===== src/rtl/systolic_seq_ctrl_pkg.sv =====
// Shared types and constants for the systolic array sequencer.
package systolic_seq_ctrl_pkg;

  typedef enum logic [2:0] {
    S_IDLE,
    S_CLEAR,
    S_LOAD,
    S_FLUSH,
    S_DRAIN
  } state_t;

  localparam int N_DEFAULT    = 8;
  // Cycles needed for the last beat to reach the far corner cell (i+j = 2N-2).
  localparam int FLUSH_CYCLES = 2 * N_DEFAULT - 2;

  function automatic int flush_cycles(input int n);
    return 2 * n - 2;
  endfunction

endpackage


===== src/rtl/systolic_seq_ctrl_skew_line.sv =====
// One operand lane delay line: DEPTH valid-beats of delay, advancing only on en.
module skew_line
  import systolic_seq_ctrl_pkg::*;
#(
  parameter int DEPTH = 1
) (
  input  logic clk,
  input  logic reset,
  input  logic clear,
  input  logic en,
  input  logic d,
  output logic q
);

  logic [DEPTH-1:0] sr;

  generate
    if (DEPTH == 1) begin : g_one
      // Single-stage delay.
      always_ff @(posedge clk) begin
        if (reset || clear) sr <= '0;
        else if (en)        sr <= d;
      end
    end else begin : g_many
      // Multi-stage shift toward the output end.
      always_ff @(posedge clk) begin
        if (reset || clear) sr <= '0;
        else if (en)        sr <= {sr[DEPTH-2:0], d};
      end
    end
  endgenerate

  assign q = sr[DEPTH-1];

endmodule


===== src/rtl/systolic_seq_ctrl.sv =====
// Command-driven sequencer for an NxN bit-serial systolic outer-product array.
//
// state   | meaning
// S_IDLE  | waiting for start
// S_CLEAR | one cycle of array/skew reset
// S_LOAD  | accepting K operand beats
// S_FLUSH | 2N-2 zero beats to push the last data through
// S_DRAIN | prime cycle, then N result rows from N-1 down to 0
module systolic_seq_ctrl
  import systolic_seq_ctrl_pkg::*;
#(
  parameter int N    = 8,
  parameter int LENW = 8
) (
  input  logic                        clk,
  input  logic                        reset,
  input  logic                        start,
  input  logic [LENW-1:0]             len,
  input  logic                        mode_xor,
  output logic                        busy,
  output logic                        done,
  input  logic                        op_valid,
  output logic                        op_ready,
  input  logic [N-1:0]                op_a,
  input  logic [N-1:0]                op_b,
  output logic                        res_valid,
  input  logic                        res_ready,
  output logic [N-1:0]                res_data,
  output logic [$clog2(N)-1:0]        res_row,
  output logic                        arr_reset,
  output logic                        arr_valid,
  output logic                        arr_readout,
  output logic                        arr_xor,
  output logic [N-1:0]                arr_in1,
  output logic [N-1:0]                arr_in2,
  input  logic [N-1:0]                arr_out
);

  localparam int RW        = $clog2(N);
  localparam int FLUSH_CYC = flush_cycles(N);
  localparam int FW        = $clog2(FLUSH_CYC + 1);

  state_t          state;
  logic [LENW-1:0] beat_cnt;
  logic [FW-1:0]   flush_cnt;
  logic            arr_reset_q;
  logic            flush_q;
  logic            prime_q;

  logic            op_fire;
  logic            res_fire;
  logic            last_row;
  logic [N-1:0]    a_feed;
  logic [N-1:0]    b_feed;

  assign op_fire     = op_valid & op_ready;
  assign res_fire    = res_valid & res_ready;
  assign last_row    = (res_row == '0);
  assign done        = res_fire & last_row & ~reset;
  // LOAD beats, FLUSH beats and readouts live in different states, so never overlap.
  assign arr_valid   = op_fire | flush_q;
  assign arr_readout = prime_q | (res_fire & ~last_row);
  assign arr_reset   = reset | arr_reset_q;
  assign res_data    = arr_out;
  // Zero is fed whenever no operand is accepted, which covers the flush beats.
  assign a_feed      = op_fire ? op_a : '0;
  assign b_feed      = op_fire ? op_b : '0;

  assign arr_in1[0] = a_feed[0];
  assign arr_in2[0] = b_feed[0];

  generate
    for (genvar k = 1; k < N; k++) begin : g_skew
      skew_line #(.DEPTH(k)) u_skew_a (
        .clk  (clk),
        .reset(reset),
        .clear(arr_reset_q),
        .en   (arr_valid),
        .d    (a_feed[k]),
        .q    (arr_in1[k])
      );
      skew_line #(.DEPTH(k)) u_skew_b (
        .clk  (clk),
        .reset(reset),
        .clear(arr_reset_q),
        .en   (arr_valid),
        .d    (b_feed[k]),
        .q    (arr_in2[k])
      );
    end
  endgenerate

  // Sequencer FSM with registered state-derived outputs.
  always_ff @(posedge clk) begin
    if (reset) begin
      state       <= S_IDLE;
      beat_cnt    <= '0;
      flush_cnt   <= '0;
      res_row     <= '0;
      arr_xor     <= 1'b0;
      busy        <= 1'b0;
      op_ready    <= 1'b0;
      res_valid   <= 1'b0;
      arr_reset_q <= 1'b0;
      flush_q     <= 1'b0;
      prime_q     <= 1'b0;
    end else begin
      case (state)
        S_IDLE: begin
          if (start) begin
            state       <= S_CLEAR;
            beat_cnt    <= len;
            arr_xor     <= mode_xor;
            arr_reset_q <= 1'b1;
            busy        <= 1'b1;
          end
        end
        S_CLEAR: begin
          arr_reset_q <= 1'b0;
          if (beat_cnt != '0) begin
            state    <= S_LOAD;
            op_ready <= 1'b1;
          end else begin
            state     <= S_FLUSH;
            flush_q   <= 1'b1;
            flush_cnt <= FW'(FLUSH_CYC - 1);
          end
        end
        S_LOAD: begin
          if (op_fire) begin
            beat_cnt <= beat_cnt - 1'b1;
            if (beat_cnt == LENW'(1)) begin
              state     <= S_FLUSH;
              op_ready  <= 1'b0;
              flush_q   <= 1'b1;
              flush_cnt <= FW'(FLUSH_CYC - 1);
            end
          end
        end
        S_FLUSH: begin
          if (flush_cnt == '0) begin
            state   <= S_DRAIN;
            flush_q <= 1'b0;
            prime_q <= 1'b1;
            res_row <= RW'(N - 1);
          end else begin
            flush_cnt <= flush_cnt - 1'b1;
          end
        end
        S_DRAIN: begin
          if (prime_q) begin
            prime_q   <= 1'b0;
            res_valid <= 1'b1;
          end else if (res_fire) begin
            if (last_row) begin
              state     <= S_IDLE;
              res_valid <= 1'b0;
              busy      <= 1'b0;
            end else begin
              res_row <= res_row - 1'b1;
            end
          end
        end
        default: state <= S_IDLE;
      endcase
    end
  end

endmodule

===== config.mk =====
export PLATFORM = sky130hd
export DESIGN_NAME = systolic_seq_ctrl
export DESIGN_NICKNAME = d
export VERILOG_FILES = /design/src/rtl/systolic_seq_ctrl_pkg.sv /design/src/rtl/systolic_seq_ctrl_skew_line.sv /design/src/rtl/systolic_seq_ctrl.sv
export SDC_FILE = /design/constraint.sdc
export NUM_CORES = 1
export LEC_CHECK = 0
export ABC_CLOCK_PERIOD_IN_PS = 3950
export CAP_MARGIN = 25
export CORE_MARGIN = 4
export CORE_UTILIZATION = 45
export DETAILED_ROUTE_END_ITERATION = 8
export DONT_BUFFER_PORTS = 1
export MAX_ROUTING_LAYER = met4
export PLACE_DENSITY = 0.65
export SLEW_MARGIN = 20
export SYNTH_ARGS = -nofsm -noshare
export SYNTH_HDL_FRONTEND = slang
export SYNTH_SLANG_ARGS = --single-unit

===== constraint.sdc =====
create_clock -name clk -period 3.95 [get_ports clk]
set_input_delay 0.1975 -clock clk [delete_from_list [all_inputs] [get_ports clk]]
set_output_delay 0.1975 -clock clk [all_outputs]
set_load 0.03 [all_outputs]

==> results by group <==
Yosys
  – Synthesized cell area: 3570 um^2
  – Total of flip-flops plus latches after synthesis: 81
  – Ranking of synthesized cells by area: dfxtp_1, nand2_1, a21oi_1
  – Commonest cells post-synth: nand2_1, dfxtp_1, a21oi_1
  – Post-synth EDFFs: 0
  – Sequential fraction of the synthesis area: 0.454
  – Avg Synthesized Cell Area: 7.99 um^2
  – Top cell type's share of synthesized area: 0.454
  – Post-synth ARST share: 0
  – Synth warn: 0
  – Yosys cell types: 48
  – Yosys top cell by area: dfxtp_1
  – Net Count, Synth: 491
  – Main synth FF type: dfxtp_1
  – Most frequent cell after synthesis: nand2_1
  – Post-synthesis instance total: 447

STA
  – Setup TNS: 0 ns
  – Final min period: 2.74 ns
  – Slew @ Worst Pin: 0.993 ns
  – Setup violations, final: 0
  – Final hold vios: 0
  – RSZ-0062 raised after global routing: no
  – Final Cycle Share: 0.695
  – Slew Limit Fails: 0
  – Worst Clk Skew: 0.0114 ns
  – Max Freq: 364 MHz
  – Relative slew slack: 0.336

Cells and area
  – Final cell count without fillers: 534
  – Layout cell share with drive strength beyond 1: 0.0648
  – Multi-input combinational cell area: 1630 um^2
  – Area growth, synth to finish: 6.65%
  – Total Nets Final: 471
  – ANT cells: 0
  – Number of fill cells: 756
  – Seq. cell area: 1620 um^2

Run
  – Max Cap Viol: 0

Route
  – Drt wl/cell: 13.9 um
  – Drt drc: 0
  – Via density: 5.32
  – Drt initial violations: 124
  – Routed met3 length: 528 um
  – Top routing layer in use: met4
  – First drt pass iteration count: 5
  – DRT Wirelength: 7410 um
  – Post-route ant nets: 0
  – Vias: 2841
  – M1 WL: 3500 um
  – Met2 WL: 3320 um

Die
  – Core area: 7730 um^2
  – Ports: 73
  – Num rows: 32
  – Width of the die: 97.1 um
  – Initial Utilization: 0.462
  – Full die area: 9430 um^2
  – Die Ht: 97.1 um

GRT
  – Vias in the first global route: 2590
  – First-pass GRT wire length: 12400 um
  – Grt ovf: 0
  – All-Layer GR Usage: 0.164
  – Initial antenna violation count: 0
  – Largest net degree at the start of global routing: 58

Setup path
  – CP endpoint kind: output port
  – WP data required: 3.75 ns
  – FF-to-FF path depth: 6
  – Worst r2r src: op_ready
  – Crit start category: register
  – Reg2Reg Setup Slack: 1.40 ns
  – Critical path peak fanout: 43
  – Type of the worst setup path: register to output port
  – Worst EP arrival: 2.55 ns
  – Reg2Reg Capture Point: g_skew[6].u_skew_a.sr[5]

Power and ir drop
  – Leakage: 1.24 nW
  – Psw: 990 uW
  – Int Pwr: 1.47 mW
  – Power share of the sequential group: 0.432
  – Combinational Power Share: 0.308
  – Worst vdd ir: 0.311 mV
  – Pwr dens: 644 nW/um^2
  – Sw frac: 0.403
  – Clock power frac: 0.260

Clock tree
  – Clock-pin slew on the worst setup and hold paths: 0.08 ns
  – H-tree depth: 3
  – Clk sinks: 81
  – Post-CTS setup buffer count: 0
  – Clock buffer depth: 2
  – Clk_lat worst skew: 0.36 ns
  – CTS Root Cell: clkbuf_8
  – CTS tree: yes
  – CTS buffer count: 9

Placement
  – Port Buffers: 0
  – Gpl congestion: 0.871
  – HPWL after detailed placement: 4810 um
  – Inst Count DP: 502

Worst hold path
  – Worst hold path startpoint: res_ready
  – Worst Hold Endpoint: res_valid
  – Hold Crit Depth: 3
  – Worst Hold Class: primary input to register

Run status
  – Outcome: complete, no violations
-- power groups by stage --
stage	Combinational, mW	Clock [mW]	Sequential, mW
after floorplan	0.691	0	1.01
after global routing	0.857	0.696	1.08
final	0.755	0.639	1.06
after CTS	0.755	0.659	1.06
after global placement	0.727	0	1.08
after detailed placement	0.735	0	1.08
-- critical path, cell delays in order, from the launching register on --
cell     delay, ns
dfxtp_1       0.62
and2_1        0.60
nor2_4        0.02
buf_4         0.27
inv_2         0.64
-- stage by stage --
stage	hold slack [ns]	util	instance area (um^2)	total power [mW]	worst slack, ns
2_1_floorplan	0.334	-	3570	1.71	2.10
3_3_place_gp	0.272	0.445	3440	1.80	1.40
3_5_place_dp	0.273	0.445	3440	1.81	1.37
4_1_cts	0.0282	0.493	3810	2.47	1.17
5_1_grt	0.0539	0.493	3810	2.63	0.948
6_report	0.0457	0.493	3810	2.46	1.21
-- state kept, by name, summed over array words and instances, names as in the netlist --
signal,count
state,3
res_valid,1
flush_cnt,4
g_skew.u_skew_b.q,1
res_row,3
busy,1
arr_xor,1
prime_q,1
g_skew.u_skew_a.q,1
op_ready,1
beat_cnt,8
g_skew.u_skew_b.sr,27
g_skew.u_skew_a.sr,27
flush_q,1
arr_reset_q,1
-- cells by family after synthesis --
family	after synthesis	synth area share
buf+inv	60	0.0910
mux	1	0.00280
fa+ha+maj	6	0.0210
compound gates	110	0.185
flops	81	0.454
simple gates	189	0.247
-- worst max path at each step --
| stage | start | to | slack [ns] | cells past startpoint |
|---|---|---|---|---|
| 6_report | op_ready | arr_valid | 1.21 | 4 |
| 4_1_cts | op_ready | arr_valid | 1.17 | 4 |
| 3_5_place_dp | op_ready | g_skew[6].u_skew_a.sr[5] | 1.37 | 6 |
| 5_1_grt | op_ready | arr_valid | 0.95 | 4 |
| 3_3_place_gp | op_ready | g_skew[3].u_skew_b.sr[1] | 1.40 | 6 |
| 2_1_floorplan | op_ready | g_skew[3].u_skew_a.sr[2] | 2.10 | 7 |
-- layout by cell type (no fill, tap or decap), types with 3 or more instances in the layout --
master         netlist  final
dlygate4sd3_1        0     16
nand3b_1            14     14
and3_1               3      3
a311oi_1             3      3
nor4_1               3      3
a21oi_1             65     65
clkbuf_8             0      9
a22oi_1              4      4
a211oi_1            10     10
inv_1               10     10
nor2_1              25     24
o21ai_0             12     12
nand3_1              4      4
ha_1                 6      6
nor3b_1              3      3
clkinv_4             0      3
nor3_1              11     11
dfxtp_1             81     81
a22o_1               3      3
nand2_1            109    109
-- layout make-up --
type	count	share of cell area
Sequential cell	81	0.425
Inverter	11	0.0108
Clock buffer	9	0.0325
Clock inverter	7	0.0230
Timing Repair Buffer	18	0.0460
Tap cell	102	0.0335
Multi-Input combinational cell	306	0.429
-- timing repair --
item,4_1_cts,5_1_grt
endpoints found under the hold margin,39,0
endpoints found under the setup margin,0,0
gates resized for setup,0,0
hold buffers,16,0
-- routing by layer --
metal / GRT usage / vias up
li1: - / 1468
met1: 0.209 / 1279
met2: 0.240 / 88
met3: 0.0517 / 6
met4: 0.0680 / 0
met5: - / -
No activity file was read; power rests on OpenSTA's default activity.
